## src/rtl/display_pkg.sv

```systemverilog
// Shared constants for the 4-digit seven-segment scanner: active-low glyphs,
// anode select patterns and the buffered display word layout.
package display_pkg;

    localparam logic [6:0] SEG_BLANK = 7'b1111111;

    // {g,f,e,d,c,b,a}, active-low, common-anode hex glyphs
    localparam logic [6:0] SEG_HEX [0:15] = '{
        7'b1000000, 7'b1111001, 7'b0100100, 7'b0110000,
        7'b0011001, 7'b0010010, 7'b0000010, 7'b1111000,
        7'b0000000, 7'b0010000, 7'b0001000, 7'b0000011,
        7'b1000110, 7'b0100001, 7'b0000110, 7'b0001110
    };

    localparam logic [3:0] DIG_OFF = 4'b1111;
    localparam logic [3:0] DIG_SEL [0:3] = '{4'b1110, 4'b1101, 4'b1011, 4'b0111};

    typedef struct packed {
        logic [3:0]  dp;
        logic [15:0] nib;
    } disp_word_t;

endpackage

```

## src/rtl/hex7seg_dec.sv

```systemverilog
// Combinational hex nibble to active-low seven-segment glyph decoder.
module hex7seg_dec
    import display_pkg::*;
(
    input  logic [3:0] i_nibble,
    output logic [6:0] o_seg
);

    assign o_seg = SEG_HEX[i_nibble];

endmodule

```

## src/rtl/display_scan_4dig.sv

```systemverilog
// Time-multiplexed 4-digit common-anode display driver with frame-aligned
// double buffering and optional leading-zero blanking.
module display_scan_4dig
    import display_pkg::*;
#(
    parameter int unsigned DIV      = 50000,
    parameter bit          BLANK_LZ = 1'b1
) (
    input  logic        clk,
    input  logic        rst,
    input  logic [15:0] nibble_in,
    input  logic [3:0]  dp_in,
    input  logic        load_in,
    input  logic        enable_in,
    output logic [6:0]  sseg_out,
    output logic        dp_out,
    output logic [3:0]  digit_enable,
    output logic        frame_tick_out
);

    localparam int unsigned   PW       = (DIV > 1) ? $clog2(DIV) : 1;
    localparam logic [PW-1:0] PRE_LAST = PW'(DIV - 1);

    logic [PW-1:0] r_pre;
    logic [1:0]    r_idx;
    logic          r_live;
    logic          r_pending;
    disp_word_t    r_stage;
    disp_word_t    r_shadow;
    logic [6:0]    r_seg;
    logic          r_dp;
    logic [3:0]    r_an;
    logic          r_frame;

    logic          w_tick;
    logic          w_wrap;
    logic          w_show;
    logic [1:0]    w_idx_nxt;
    disp_word_t    w_load_word;
    disp_word_t    w_shadow_nxt;
    logic [3:1]    w_zero;
    logic [3:0]    w_blank;
    logic [3:0]    w_nib_sel;
    logic          w_dp_sel;
    logic [6:0]    w_glyph;
    logic [6:0]    w_seg_nxt;
    logic          w_dp_nxt;
    logic [3:0]    w_an_nxt;

    assign w_tick      = (r_pre == PRE_LAST);
    assign w_wrap      = w_tick && (r_idx == 2'd3);
    assign w_idx_nxt   = w_tick ? r_idx + 2'd1 : r_idx;
    assign w_load_word = {dp_in, nibble_in};

    // A load coinciding with the wrap edge bypasses the staging register.
    always_comb begin
        w_shadow_nxt = r_shadow;
        if (w_wrap) begin
            if (load_in) begin
                w_shadow_nxt = w_load_word;
            end else if (r_pending) begin
                w_shadow_nxt = r_stage;
            end
        end
    end

    // Outputs are built from next-state idx/shadow so they stay aligned with idx.
    always_comb begin
        for (int unsigned k = 1; k < 4; k++) begin
            w_zero[k] = (w_shadow_nxt.nib[4*k +: 4] == 4'h0) && !w_shadow_nxt.dp[k];
        end
        w_blank    = '0;
        w_blank[3] = BLANK_LZ && w_zero[3];
        w_blank[2] = BLANK_LZ && (&w_zero[3:2]);
        w_blank[1] = BLANK_LZ && (&w_zero[3:1]);
        w_nib_sel  = w_shadow_nxt.nib[{w_idx_nxt, 2'b00} +: 4];
        w_dp_sel   = w_shadow_nxt.dp[w_idx_nxt];
    end

    hex7seg_dec u_dec (
        .i_nibble (w_nib_sel),
        .o_seg    (w_glyph)
    );

    always_comb begin
        w_show    = enable_in && (r_live || w_tick);
        w_an_nxt  = DIG_OFF;
        w_seg_nxt = SEG_BLANK;
        w_dp_nxt  = 1'b1;
        if (w_show) begin
            w_an_nxt = DIG_SEL[w_idx_nxt];
            if (!w_blank[w_idx_nxt]) begin
                w_seg_nxt = w_glyph;
                w_dp_nxt  = ~w_dp_sel;
            end
        end
    end

    always_ff @(posedge clk) begin
        if (rst) begin
            r_pre     <= '0;
            r_idx     <= 2'd3;
            r_live    <= 1'b0;
            r_pending <= 1'b0;
            r_stage   <= '0;
            r_shadow  <= '0;
            r_frame   <= 1'b0;
        end else begin
            r_pre   <= w_tick ? '0 : r_pre + 1'b1;
            r_idx   <= w_idx_nxt;
            r_frame <= w_wrap;
            // Display stays dark from reset until the first tick.
            if (w_tick) begin
                r_live <= 1'b1;
            end
            if (load_in) begin
                r_stage   <= w_load_word;
                r_pending <= 1'b1;
            end
            if (w_wrap) begin
                r_shadow  <= w_shadow_nxt;
                r_pending <= 1'b0;
            end
        end
    end

    always_ff @(posedge clk) begin
        if (rst) begin
            r_an  <= DIG_OFF;
            r_seg <= SEG_BLANK;
            r_dp  <= 1'b1;
        end else begin
            r_an  <= w_an_nxt;
            r_seg <= w_seg_nxt;
            r_dp  <= w_dp_nxt;
        end
    end

    assign sseg_out       = r_seg;
    assign dp_out         = r_dp;
    assign digit_enable   = r_an;
    assign frame_tick_out = r_frame;

endmodule

```

## config.mk

```make
export PLATFORM = sky130hd
export DESIGN_NAME = display_scan_4dig
export DESIGN_NICKNAME = d
export VERILOG_FILES = /design/src/rtl/display_pkg.sv /design/src/rtl/hex7seg_dec.sv /design/src/rtl/display_scan_4dig.sv
export SDC_FILE = /design/constraint.sdc
export NUM_CORES = 1
export LEC_CHECK = 0
export BUFFER_PORTS_ARGS = -buffer_cell sky130_fd_sc_hd__buf_2
export CAP_MARGIN = 15
export CORE_UTILIZATION = 58
export DETAILED_ROUTE_END_ITERATION = 8
export PLACE_DENSITY_LB_ADDON = 0.05
export SYNTH_ARGS = -nofsm -noshare
export SYNTH_HDL_FRONTEND = slang
export SYNTH_SLANG_ARGS = --single-unit
```

## constraint.sdc

```tcl
create_clock -name clk -period 3.4 [get_ports clk]
set_input_delay 0 -clock clk [delete_from_list [all_inputs] [get_ports clk]]
set_output_delay 0 -clock clk [all_outputs]
set_load 0.02 [all_outputs]
```

==> summary.txt, run 1 <==
Setup path
  • Max incr delay on CP: 0.44 ns
  • Crit-path most repeated cell: ha_1
  • Worst Reg2Reg Path Length in Cells: 13
  • Crit-path max FO: 8
  • Crit-path slowest cell: dfxtp_1
  • Reg2reg setup slack: 0.25 ns
  • Crit Reg-Reg Endpoint: sseg_out[1]
  • R2R Path Start: r_idx[0]
  • Setup CP Type: reg2reg
  • CP Launch Type: register
  • CP endpoint kind: register
  • CP cell instances: ha_1 > and4_1 > nand4_4 > nor2_4 > buf_12 > mux2i_1 > nor3_1 > or3_4 > inv_1 > ha_1 > o21ai_0 > mux2_4 > nand2_2
  • Required @ worst endpoint: approximately 3.6 ns
  • Crit path launch: r_idx[0]
  • Critical path arrival: roughly 3.4 ns

Routing
  • DRT iter0 DRCs: 140
  • Drc violations: 0
  • Routed WL: around 6400 um
  • 1st-pass router iterations: 4
  • Via density: 5.35
  • DR WL/cell: roughly 14 um
  • Remaining antenna violation count after routing: 0
  • DR vias: about 2500

Synthesis
  • Number of synthesized register bits: 73
  • Sequential area share after synthesis: 43.9%
  • Syn avg cell area: between 9 and 10 um^2
  • Synth Cell Area: 3330 um^2
  • Mapped Nets: 370
  • Yosys warns: 0
  • Asr flop ratio synth: 0%
  • Number of flops mapped to enable cells by yosys: 0
  • Gate Count Post-Synth: approximately 340
  • Prevailing post-synth register cell: dfxtp_1
  • Post-synth cell types: 53

CTS
  • Inserted Clock Buffers: 9
  • CTS tree: done
  • Clock root buffer: clkbuf_8
  • CTS H-tree depth: 3
  • CTS sink cnt: 73
  • Clock tree buffer depth: 2
  • Worst-Skew Late Latency: 0.34 ns
  • Worst-path clk slew: 0.07 ns

Timing
  • Slew Limit Fails: 0
  • Max Fclk: between 0.3 and 0.4 GHz
  • Fin crit share: between 90% and 100%
  • Fin worst setup slack: 0.252 ns
  • Final setup vio count: 0
  • Final Hold Fails: 0
  • TNS Setup: 0 ns
  • Slew @ Worst Pin: roughly 0.82 ns
  • RSZ-0062 raised after global routing: false
  • Post-Route Skew: between 0.004 and 0.005 ns
  • Period minus WS final: 3.15 ns
  • Slew HR: a little under half

Placed design
  • Worst slack at placement: 0.179 ns
  • PortBufs: 36
  • Post-detail-place hpwl: 4410 um
  • RD Place Congestion: a little under 0.8

Floorplanning
  • Die Width: 77.8 um
  • Ports: 37
  • Core area: 5510 um^2
  • Cell row count: 27
  • Die Footprint: 6050 um^2
  • Starting density of the core: 60.5%
  • Chip Height: approximately 78 um

Min path
  • Worst min path class: in2reg
  • Worst hold path endpoint: r_stage[0]
  • Hold Startpoint: nibble_in[0]
  • Hold path depth: 3

Cells and area
  • Final #Nets: approximately 420
  • Final Util: a little over two thirds
  • Share of layout cells above drive strength 1: 24.2%
  • Area grow syn2layout: 16.2%
  • Diodes inserted: 0

Power and ir drop
  • Lkg Pwr: 0.00152 uW
  • VDD IR max: 0.303 mV
  • Pwr/cell area: ~420 nW/um^2

Global route
  • Total track usage: 23.1%
  • Largest net degree at the start of global routing: 48
  • Grt total ovfl: 0
  • Vias in the first global route: 2407
  • First-pass GRT wire length: around 11000 um
  • Initial antenna violation count: 0

Job
  • Max Cap Viol: 0

Outcome
  • Outcome: completed
## logic make-up after synthesis
family,Yosys count,share of synthesized area [%]
flops,73,43.9
simple gates,144,23.1
compound gates,35,7.48
xor+xnor,15,4.51
fa+ha+maj,7,2.63
mux,44,15.0
buf+inv,21,3.46
## synthesized netlist by cell type, types with 3 or more instances
library cell,n,area (um^2)
a32oi_1,3,26.3
a21oi_1,12,60.1
nand2_1,24,90.1
o21ai_0,3,15.0
xnor2_1,6,52.6
nand3_1,9,45.0
nor2_1,51,191
nor2b_1,14,87.6
buf_2,4,20.0
ha_1,7,87.6
nand4_1,5,31.3
mux2i_1,22,220
nand2b_1,7,43.8
o211ai_1,4,30.0
mux2_2,14,158
and3_1,7,43.8
xor2_1,8,70.1
mux2i_2,3,41.3
dfxtp_1,73,1460
clkbuf_1,7,26.3
mux2_4,3,45.0
nor3_1,9,45.0
inv_1,6,22.5
## critical path: cells and delay by family, from the launching register on
kind            cells  cell delay [ns]
compound gates      1             0.21
fa+ha+maj           2             0.44
buf+inv             2             0.27
flops               1             0.44
mux                 2             0.50
simple gates        6             1.19
## routing by layer
layer,wire [um],up-vias,global-route usage (%)
li1,-,1267,-
met1,3150,1166,29.9
met2,3000,44,37.7
met3,192,9,4.94
met4,98,0,8.87
met5,0,-,0
## what timing repair did
action | in CTS | in global routing
gates resized for setup | 0 | 3
hold endpoints to repair | 12 | 0
setup buffers | 0 | 3
endpoints found under the setup margin | 0 | 2
hold buffers | 9 | 0
## worst max-delay path by stage
stage                        endpoint  slack (ns)  cells after the start
after floorplan           sseg_out[0]        0.38                     11
after global placement    sseg_out[0]        0.23                     12
after detailed placement  sseg_out[1]        0.18                     12
after CTS                 sseg_out[0]        0.15                     12
after global routing      sseg_out[0]        0.03                     10
final                     sseg_out[1]        0.25                     13
## flip-flops by register name, indices dropped and copies added, names as in the netlist
signal,count
frame_tick_out,1
r_idx,2
digit_enable,4
dp_out,1
sseg_out,7
r_pending,1
r_pre,16
r_stage,20
r_shadow,20
r_live,1
## metrics by stage
step                instances  hold WS, ns  power [uW]  instance area (um^2)
detailed placement        437        0.276         977                  3540
CTS                       462      0.00768        1630                  3820
floorplan                 339       0.0885         951                  3330
global route              465       0.0236        1690                  3870
finish                    465       0.0138        1620                  3870
global placement          437        0.257         975                  3540
## power breakdown
part	internal, uW	leakage [uW]	switching (uW)	total, uW
combinational	43.3	0.000828	40.9	84.2
sequential	872	0.000593	8.46	881
clock	358	0.0000974	301	659
## cells in the final DEF (no fill, tap or decap), drive strengths merged, types with 13 or more instances in the layout
cell type   n
dfxtp      73
nor2       52
buf        44
nand2      26
mux2i      26
mux2       18
nor2b      14
a21oi      13
clkbuf     13
## final cells by class
cell class | count | area, um^2
clock inverter | 3 | 40.0
inverter | 6 | 22.5
fill | 466 | 1640
timing repair buffer | 53 | 343
tap | 72 | 90.1
multi-input combinational | 245 | 1760
clock buffer | 13 | 149
sequential | 73 | 1460
Power figures use the tool's default switching activity.
==> inputs of run 2 (changes only) <==
- RECOVER_POWER: unset -> 25
==> run 2 against run 1 <==
Effect of this change:
- register-to-register slack hardly changed
- cell count is the same
- critical path type unchanged
- sequential cell count stayed put
- clock power barely moved
- core utilization shrank 0.41 points
- total power rose by 0.12%
- via count is 0.12% higher
- critical endpoint unchanged
- first-iteration DRC count grew 18%
- hold slack worse by 0.0020 ns
- worst setup slack about the same
- cell area down 0.58%
- sequential share of layout area is 0.22 points higher
==> summary.txt, run 2 (synthesis results as in run 1) <==
Setup path
  • Reg2reg setup slack: 0.25 ns
  • Max incr delay on CP: between 0.4 and 0.5 ns
  • CP cell instances: ha_1 > and4_1 > nand4_4 > nor2_4 > buf_12 > mux2i_1 > nor3_1 > or3_4 > inv_1 > ha_1 > o21ai_0 > mux2_4 > nand2_2
  • CP endpoint kind: register
  • CP Launch Type: register
  • Crit-path max FO: 8
  • Setup CP Type: reg2reg
  • Required @ worst endpoint: 3.62 ns
  • Crit-path slowest cell: dfxtp_1
  • Crit-path most repeated cell: ha_1
  • Crit Reg-Reg Endpoint: sseg_out[1]
  • Buf/Inv on CP: 2
  • Worst Reg2Reg Path Length in Cells: 13
  • Critical path arrival: 3.37 ns
  • Family with the most delay on the worst path: simple AND/OR/NAND/NOR gates
  • R2R Path Start: r_idx[0]
  • Crit path launch: r_idx[0]

Floorplanning
  • Ports: 37
  • Die Width: 77.8 um
  • Core area: between 5000 and 6000 um^2
  • Chip Height: around 78 um
  • Die Footprint: 6050 um^2
  • Cell row count: 27
  • Starting density of the core: just over 60%

Routing
  • DR WL/cell: 13.8 um
  • Remaining antenna violation count after routing: 0
  • Via density: 5.35
  • Routed WL: roughly 6400 um
  • Drc violations: 0
  • DRT iter0 DRCs: 165
  • DR vias: 2489
  • 1st-pass router iterations: 4

CTS
  • CTS tree: done
  • Inserted Clock Buffers: 9
  • CTS sink cnt: 73
  • Worst-path clk slew: 0.07 ns
  • CTS H-tree depth: 3
  • Clock root buffer: clkbuf_8
  • Clock tree buffer depth: 2
  • Worst-Skew Late Latency: 0.34 ns

Timing
  • Hold WS: 0.0118 ns
  • RSZ-0062 raised after global routing: false
  • Slew HR: 33.4%
  • Period minus WS final: around 3.1 ns
  • TNS Setup: 0 ns
  • Slew @ Worst Pin: 0.998 ns
  • Final setup vio count: 0
  • Fin crit share: 92.6%
  • Slew Limit Fails: 0
  • Post-Route Skew: 0.00504 ns
  • Fin worst setup slack: roughly 0.25 ns
  • Final Hold Fails: 0
  • Max Fclk: between 0.3 and 0.4 GHz

Power and ir drop
  • Lkg Pwr: 0.00149 uW
  • Pwr/cell area: 423 nW/um^2
  • Switching power: approximately 350 uW
  • Internal cell power: about 1300 uW
  • Share of power burned in combinational logic: 5.1%
  • Sw Share: a little over a fifth
  • VDD IR max: ~0.3 mV
  • Share of total power in sequential cells: between 50% and 60%
  • Clock power frac: 40.7%

Global route
  • Grt total ovfl: 0
  • Initial antenna violation count: 0
  • Largest net degree at the start of global routing: 48
  • Total track usage: 23.1%
  • First-pass GRT wire length: 10900 um
  • Vias in the first global route: roughly 2400

Min path
  • Worst hold path endpoint: r_stage[0]
  • Worst min path class: in2reg
  • Hold path depth: 3
  • Hold Startpoint: nibble_in[0]

Cells and area
  • Share of layout cells above drive strength 1: between 20 and 25%
  • Final #Nets: 419
  • Diodes inserted: 0
  • Largest regs: r_shadow: 20 flops, r_stage: 20 flops, r_pre: 16 flops
  • Final Cell Area: 3850 um^2
  • Most frequent cells in the layout: 73 x dfxtp_1, 51 x nor2_1, 24 x nand2_1
  • Area grow syn2layout: 15.5%
  • Commonest non-fill, non-tap cell in the layout: dfxtp_1

Placed design
  • PortBufs: 36
  • RD Place Congestion: 0.774
  • Post-detail-place hpwl: 4410 um
  • DP Area: ~3500 um^2
  • Worst slack at placement: between 0.15 and 0.2 ns

Outcome
  • Outcome: completed

Job
  • Max Cap Viol: 0
run 2: power by group through the flow:
stage | Sequential [uW] | Combinational (uW) | Clock [uW]
2_1_floorplan | 898 | 53.0 | 0
3_3_place_gp | 900 | 74.8 | 0
3_5_place_dp | 900 | 76.4 | 0
4_1_cts | 881 | 84.2 | 669
5_1_grt | 882 | 92.6 | 713
6_report | 881 | 83.6 | 661
run 2: metrics by stage:
step	power, uW	instances	utilization (%)
2_1_floorplan	951	339	-
3_3_place_gp	975	437	64.4
3_5_place_dp	977	437	64.4
4_1_cts	1630	462	69.4
5_1_grt	1690	465	69.8
6_report	1630	465	69.8
run 2: what timing repair did:
item	in CTS	in global routing
endpoints found under the hold margin	12	0
hold buffers	9	0
setup endpoints to repair	0	2
gates resized for setup	0	3
buffers inserted	0	3
run 2: worst max-delay path by stage:
| stage | slack, ns | cells past startpoint | endpoint |
|---|---|---|---|
| 6_report | 0.25 | 13 | sseg_out[1] |
| 4_1_cts | 0.15 | 12 | sseg_out[0] |
| 3_5_place_dp | 0.18 | 12 | sseg_out[1] |
| 5_1_grt | 0.03 | 10 | sseg_out[0] |
| 3_3_place_gp | 0.23 | 12 | sseg_out[0] |
| 2_1_floorplan | 0.38 | 11 | sseg_out[0] |
run 2: worst min-delay path, delay by kind of cell:
kind                   cells  cell delay [ns]
muxes                      1             0.14
buffers and inverters      1             0.07
and+or+nand+nor            1             0.11
run 2: metal layers:
layer | vias to the layer above | global-route usage (%) | part of all wire [%]
met5 | - | 0 | 0
met4 | 0 | 8.87 | 1.5
met3 | 9 | 4.94 | 3.5
met2 | 51 | 37.7 | 47
met1 | 1162 | 29.9 | 48
li1 | 1267 | - | -
run 2: layout make-up:
| cell class | instances | area [um^2] |
|---|---|---|
| Multi-Input combinational cell | 245 | 1760 |
| Fill cell | 475 | 1660 |
| Sequential cell | 73 | 1460 |
| Timing Repair Buffer | 53 | 320 |
| Clock buffer | 13 | 149 |
| Tap cell | 72 | 90.1 |
| Clock inverter | 3 | 40.0 |
| Inverter | 6 | 22.5 |
==> inputs of run 3 (changes only) <==
- SYNTH_HIERARCHICAL: unset -> 1
==> run 3 against run 2 <==
Effect of this change:
- hold slack gained 0.015 ns
- die area rose by 1.7%
- synthesized area increased by 1.7%
- combinational power is 27% higher
- sequential cell count unchanged
- critical path depth is 2 lower
- critical path type unchanged
- critical endpoint is now sseg_out[3]
- largest cell class unchanged
- largest power group unchanged
==> summary.txt, run 3 <==
Routing
  • Remaining antenna violation count after routing: 0
  • DR WL/cell: ~15 um
  • Routed WL: 7480 um
  • DR vias: 2803
  • 1st-pass router iterations: 6
  • DRT iter0 DRCs: 142
  • Drc violations: 0
  • Via density: between 5 and 6

Global route
  • Total track usage: 26.1%
  • Largest net degree at the start of global routing: 31
  • Initial antenna violation count: 0
  • First-pass GRT wire length: 12400 um
  • Grt total ovfl: 0
  • Vias in the first global route: 2662

CTS
  • CTS H-tree depth: 3
  • Clock root buffer: clkbuf_8
  • CTS sink cnt: 73
  • CTS tree: done
  • Worst-Skew Late Latency: ~0.34 ns
  • Inserted Clock Buffers: 9
  • Worst-path clk slew: 0.07 ns
  • Clock tree buffer depth: 2

Placed design
  • Worst slack at placement: between 0.06 and 0.07 ns
  • Post-detail-place hpwl: around 5200 um
  • PortBufs: 36
  • RD Place Congestion: ~0.95

Timing
  • Final Hold Fails: 0
  • Slew HR: 50.8%
  • Slew @ Worst Pin: about 0.73 ns
  • Slew Limit Fails: 0
  • Fin worst setup slack: 0.0966 ns
  • Hold WS: between 0.02 and 0.03 ns
  • Max Fclk: about 0.30 GHz
  • Period minus WS final: 3.30 ns
  • Post-Route Skew: 0.00977 ns
  • Fin crit share: between 90% and 100%
  • Final setup vio count: 0

Setup path
  • Setup CP Type: reg2reg
  • Max incr delay on CP: 0.59 ns
  • Family with the most delay on the worst path: multiplexers
  • Crit Reg-Reg Endpoint: sseg_out[3]
  • Critical path arrival: 3.51 ns
  • R2R Path Start: r_pre[7]
  • Crit-path max FO: 6
  • Required @ worst endpoint: 3.61 ns
  • Buf/Inv on CP: 4
  • CP endpoint kind: register
  • CP Launch Type: register
  • Crit-path slowest cell: or4b_4
  • CP cell instances: or4b_4 > nor4b_4 > buf_4 > mux2i_1 > buf_4 > mux4_2 > inv_2 > ha_1 > inv_1 > mux4_1 > o21bai_1
  • Reg2reg setup slack: 0.1 ns
  • Worst Reg2Reg Path Length in Cells: 11
  • Crit-path most repeated cell: buf_4

Min path
  • Hold Startpoint: dp_in[1]
  • Worst hold path endpoint: r_stage[17]
  • Worst min path class: in2reg
  • Hold path depth: 3

Power and ir drop
  • VDD IR max: 0.322 mV
  • Pwr/cell area: 387 nW/um^2
  • Lkg Pwr: 0.00165 uW

Synthesis
  • Post-synth cell types: 52
  • Synth Cell Area: between 3000 and 4000 um^2
  • Synth top area share: 43.1%
  • Sequential area share after synthesis: 43.1%
  • Prevailing post-synth register cell: dfxtp_1
  • Synth top cells by count: 73 x dfxtp_1, 55 x nor2_1, 29 x nand2_1, 27 x mux2i_1, 22 x o21ai_0
  • Most common cell in the synthesized netlist: dfxtp_1
  • Mapped Nets: 400
  • Asr flop ratio synth: 0%
  • Number of synthesized register bits: 73
  • Gate Count Post-Synth: 367
  • Number of flops mapped to enable cells by yosys: 0
  • Syn avg cell area: 9.23 um^2
  • Top post-synthesis cells by area: dfxtp_1 43%, mux2i_1 8.0%, nor2_1 6.1%
  • Area leader, netlist: dfxtp_1
  • Yosys warns: 6

Cells and area
  • Diodes inserted: 0
  • Area of the multi-input gates: 1790 um^2
  • Area grow syn2layout: 19.5%
  • Largest regs: r_shadow: 20 flops, r_stage: 20 flops, r_pre: 16 flops
  • Reg area: approximately 1500 um^2
  • Share of layout cells above drive strength 1: 17.5%
  • Final #Nets: 468
  • Fillers: roughly 430
  • Most frequent cells in the layout: 72 x dfxtp_1, 55 x nor2_1, 29 x nand2_1
  • Commonest non-fill, non-tap cell in the layout: dfxtp_1

Floorplanning
  • Die Footprint: 6150 um^2
  • Cell row count: 27
  • Chip Height: roughly 78 um
  • Core area: 5570 um^2
  • Die Width: between 70 and 80 um
  • Ports: 37
  • Starting density of the core: 60.8%

Outcome
  • Outcome: completed

Job
  • Max Cap Viol: 0
## run 3: cell count changes in the layout (fill, tap and decap cells not counted), moves of 5 or more
| cell | delta |
|---|---|
| o21ai_0 | +16 |
| clkbuf_1 | -5 |
| inv_1 | +5 |
| mux2_2 | -13 |
| dlygate4sd3_1 | +8 |
| and3_1 | -6 |
| o21bai_1 | +7 |
| mux2i_1 | +6 |
| nor2b_1 | -14 |
| nand2_1 | +5 |
| and2_1 | +16 |
| buf_4 | +13 |
## run 3: how the worst max path moves through the flow
stage | start | to | slack (ns) | cells past startpoint
floorplan | r_pre[11] | sseg_out[3] | 0.02 | 12
global placement | r_pre[7] | sseg_out[3] | 0.15 | 11
detailed placement | r_pre[7] | sseg_out[3] | 0.07 | 9
CTS | r_pre[7] | sseg_out[3] | 0.06 | 11
global route | r_pre[7] | sseg_out[3] | -0.03 | 11
finish | r_pre[7] | sseg_out[3] | 0.1 | 11
## run 3: cell families after synthesis
logic type	count (synthesis)	share of synthesized area [%]
mux	33	12.2
xor+xnor	14	3.84
simple gates	149	22.8
flops	73	43.1
fa+ha+maj	9	3.32
buf+inv	31	4.25
compound gates	58	10.5
## run 3: what timing repair did
| item | 4_1_cts | 5_1_grt |
|---|---|---|
| buffers inserted | 0 | 8 |
| endpoints found under the setup margin | 0 | 3 |
| gates resized for setup | 0 | 7 |
| hold buffers | 17 | 0 |
| endpoints found under the hold margin | 17 | 0 |
## run 3: where the power goes
group	internal, uW	switching, uW
registers	872	9.46
clock network	276	303
logic	47.8	57.8
total	1200	370
## run 3: final cells by class
| type | instances | area share, % |
|---|---|---|
| flip-flops and latches | 73 | 36.1 |
| clock buffers | 11 | 3.49 |
| inverters | 14 | 1.30 |
| repair buffers | 73 | 12.1 |
| multi-input cells | 264 | 44.3 |
| clock inverters | 4 | 0.495 |
| well taps | 72 | 2.23 |
## run 3: worst min-delay path, cell delays in order
cell and delay [ns]:
buf_2 0.09, mux2i_1 0.14, nor2_1 0.11
## run 3: layer usage
| metal | up-vias | GRT usage [%] | wire (um) |
|---|---|---|---|
| li1 | 1405 | - | - |
| met1 | 1310 | 34.4 | 3500 |
| met2 | 77 | 41.4 | 3530 |
| met3 | 11 | 4.88 | 342 |
| met4 | 0 | 11.9 | 103 |
| met5 | - | 0 | 0 |
## run 3: per-stage QoR
stage                     util, %  total power, uW  instances  setup TNS [ns]  area (um^2)
after floorplan                 -              957        367               0         3380
after global placement       65.5              990        470               0         3650
after detailed placement     65.5              992        470               0         3650
after CTS                    71.4             1580        502               0         3980
after global routing         72.6             1630        511         -0.0297         4050
final                        72.6             1570        511               0         4050
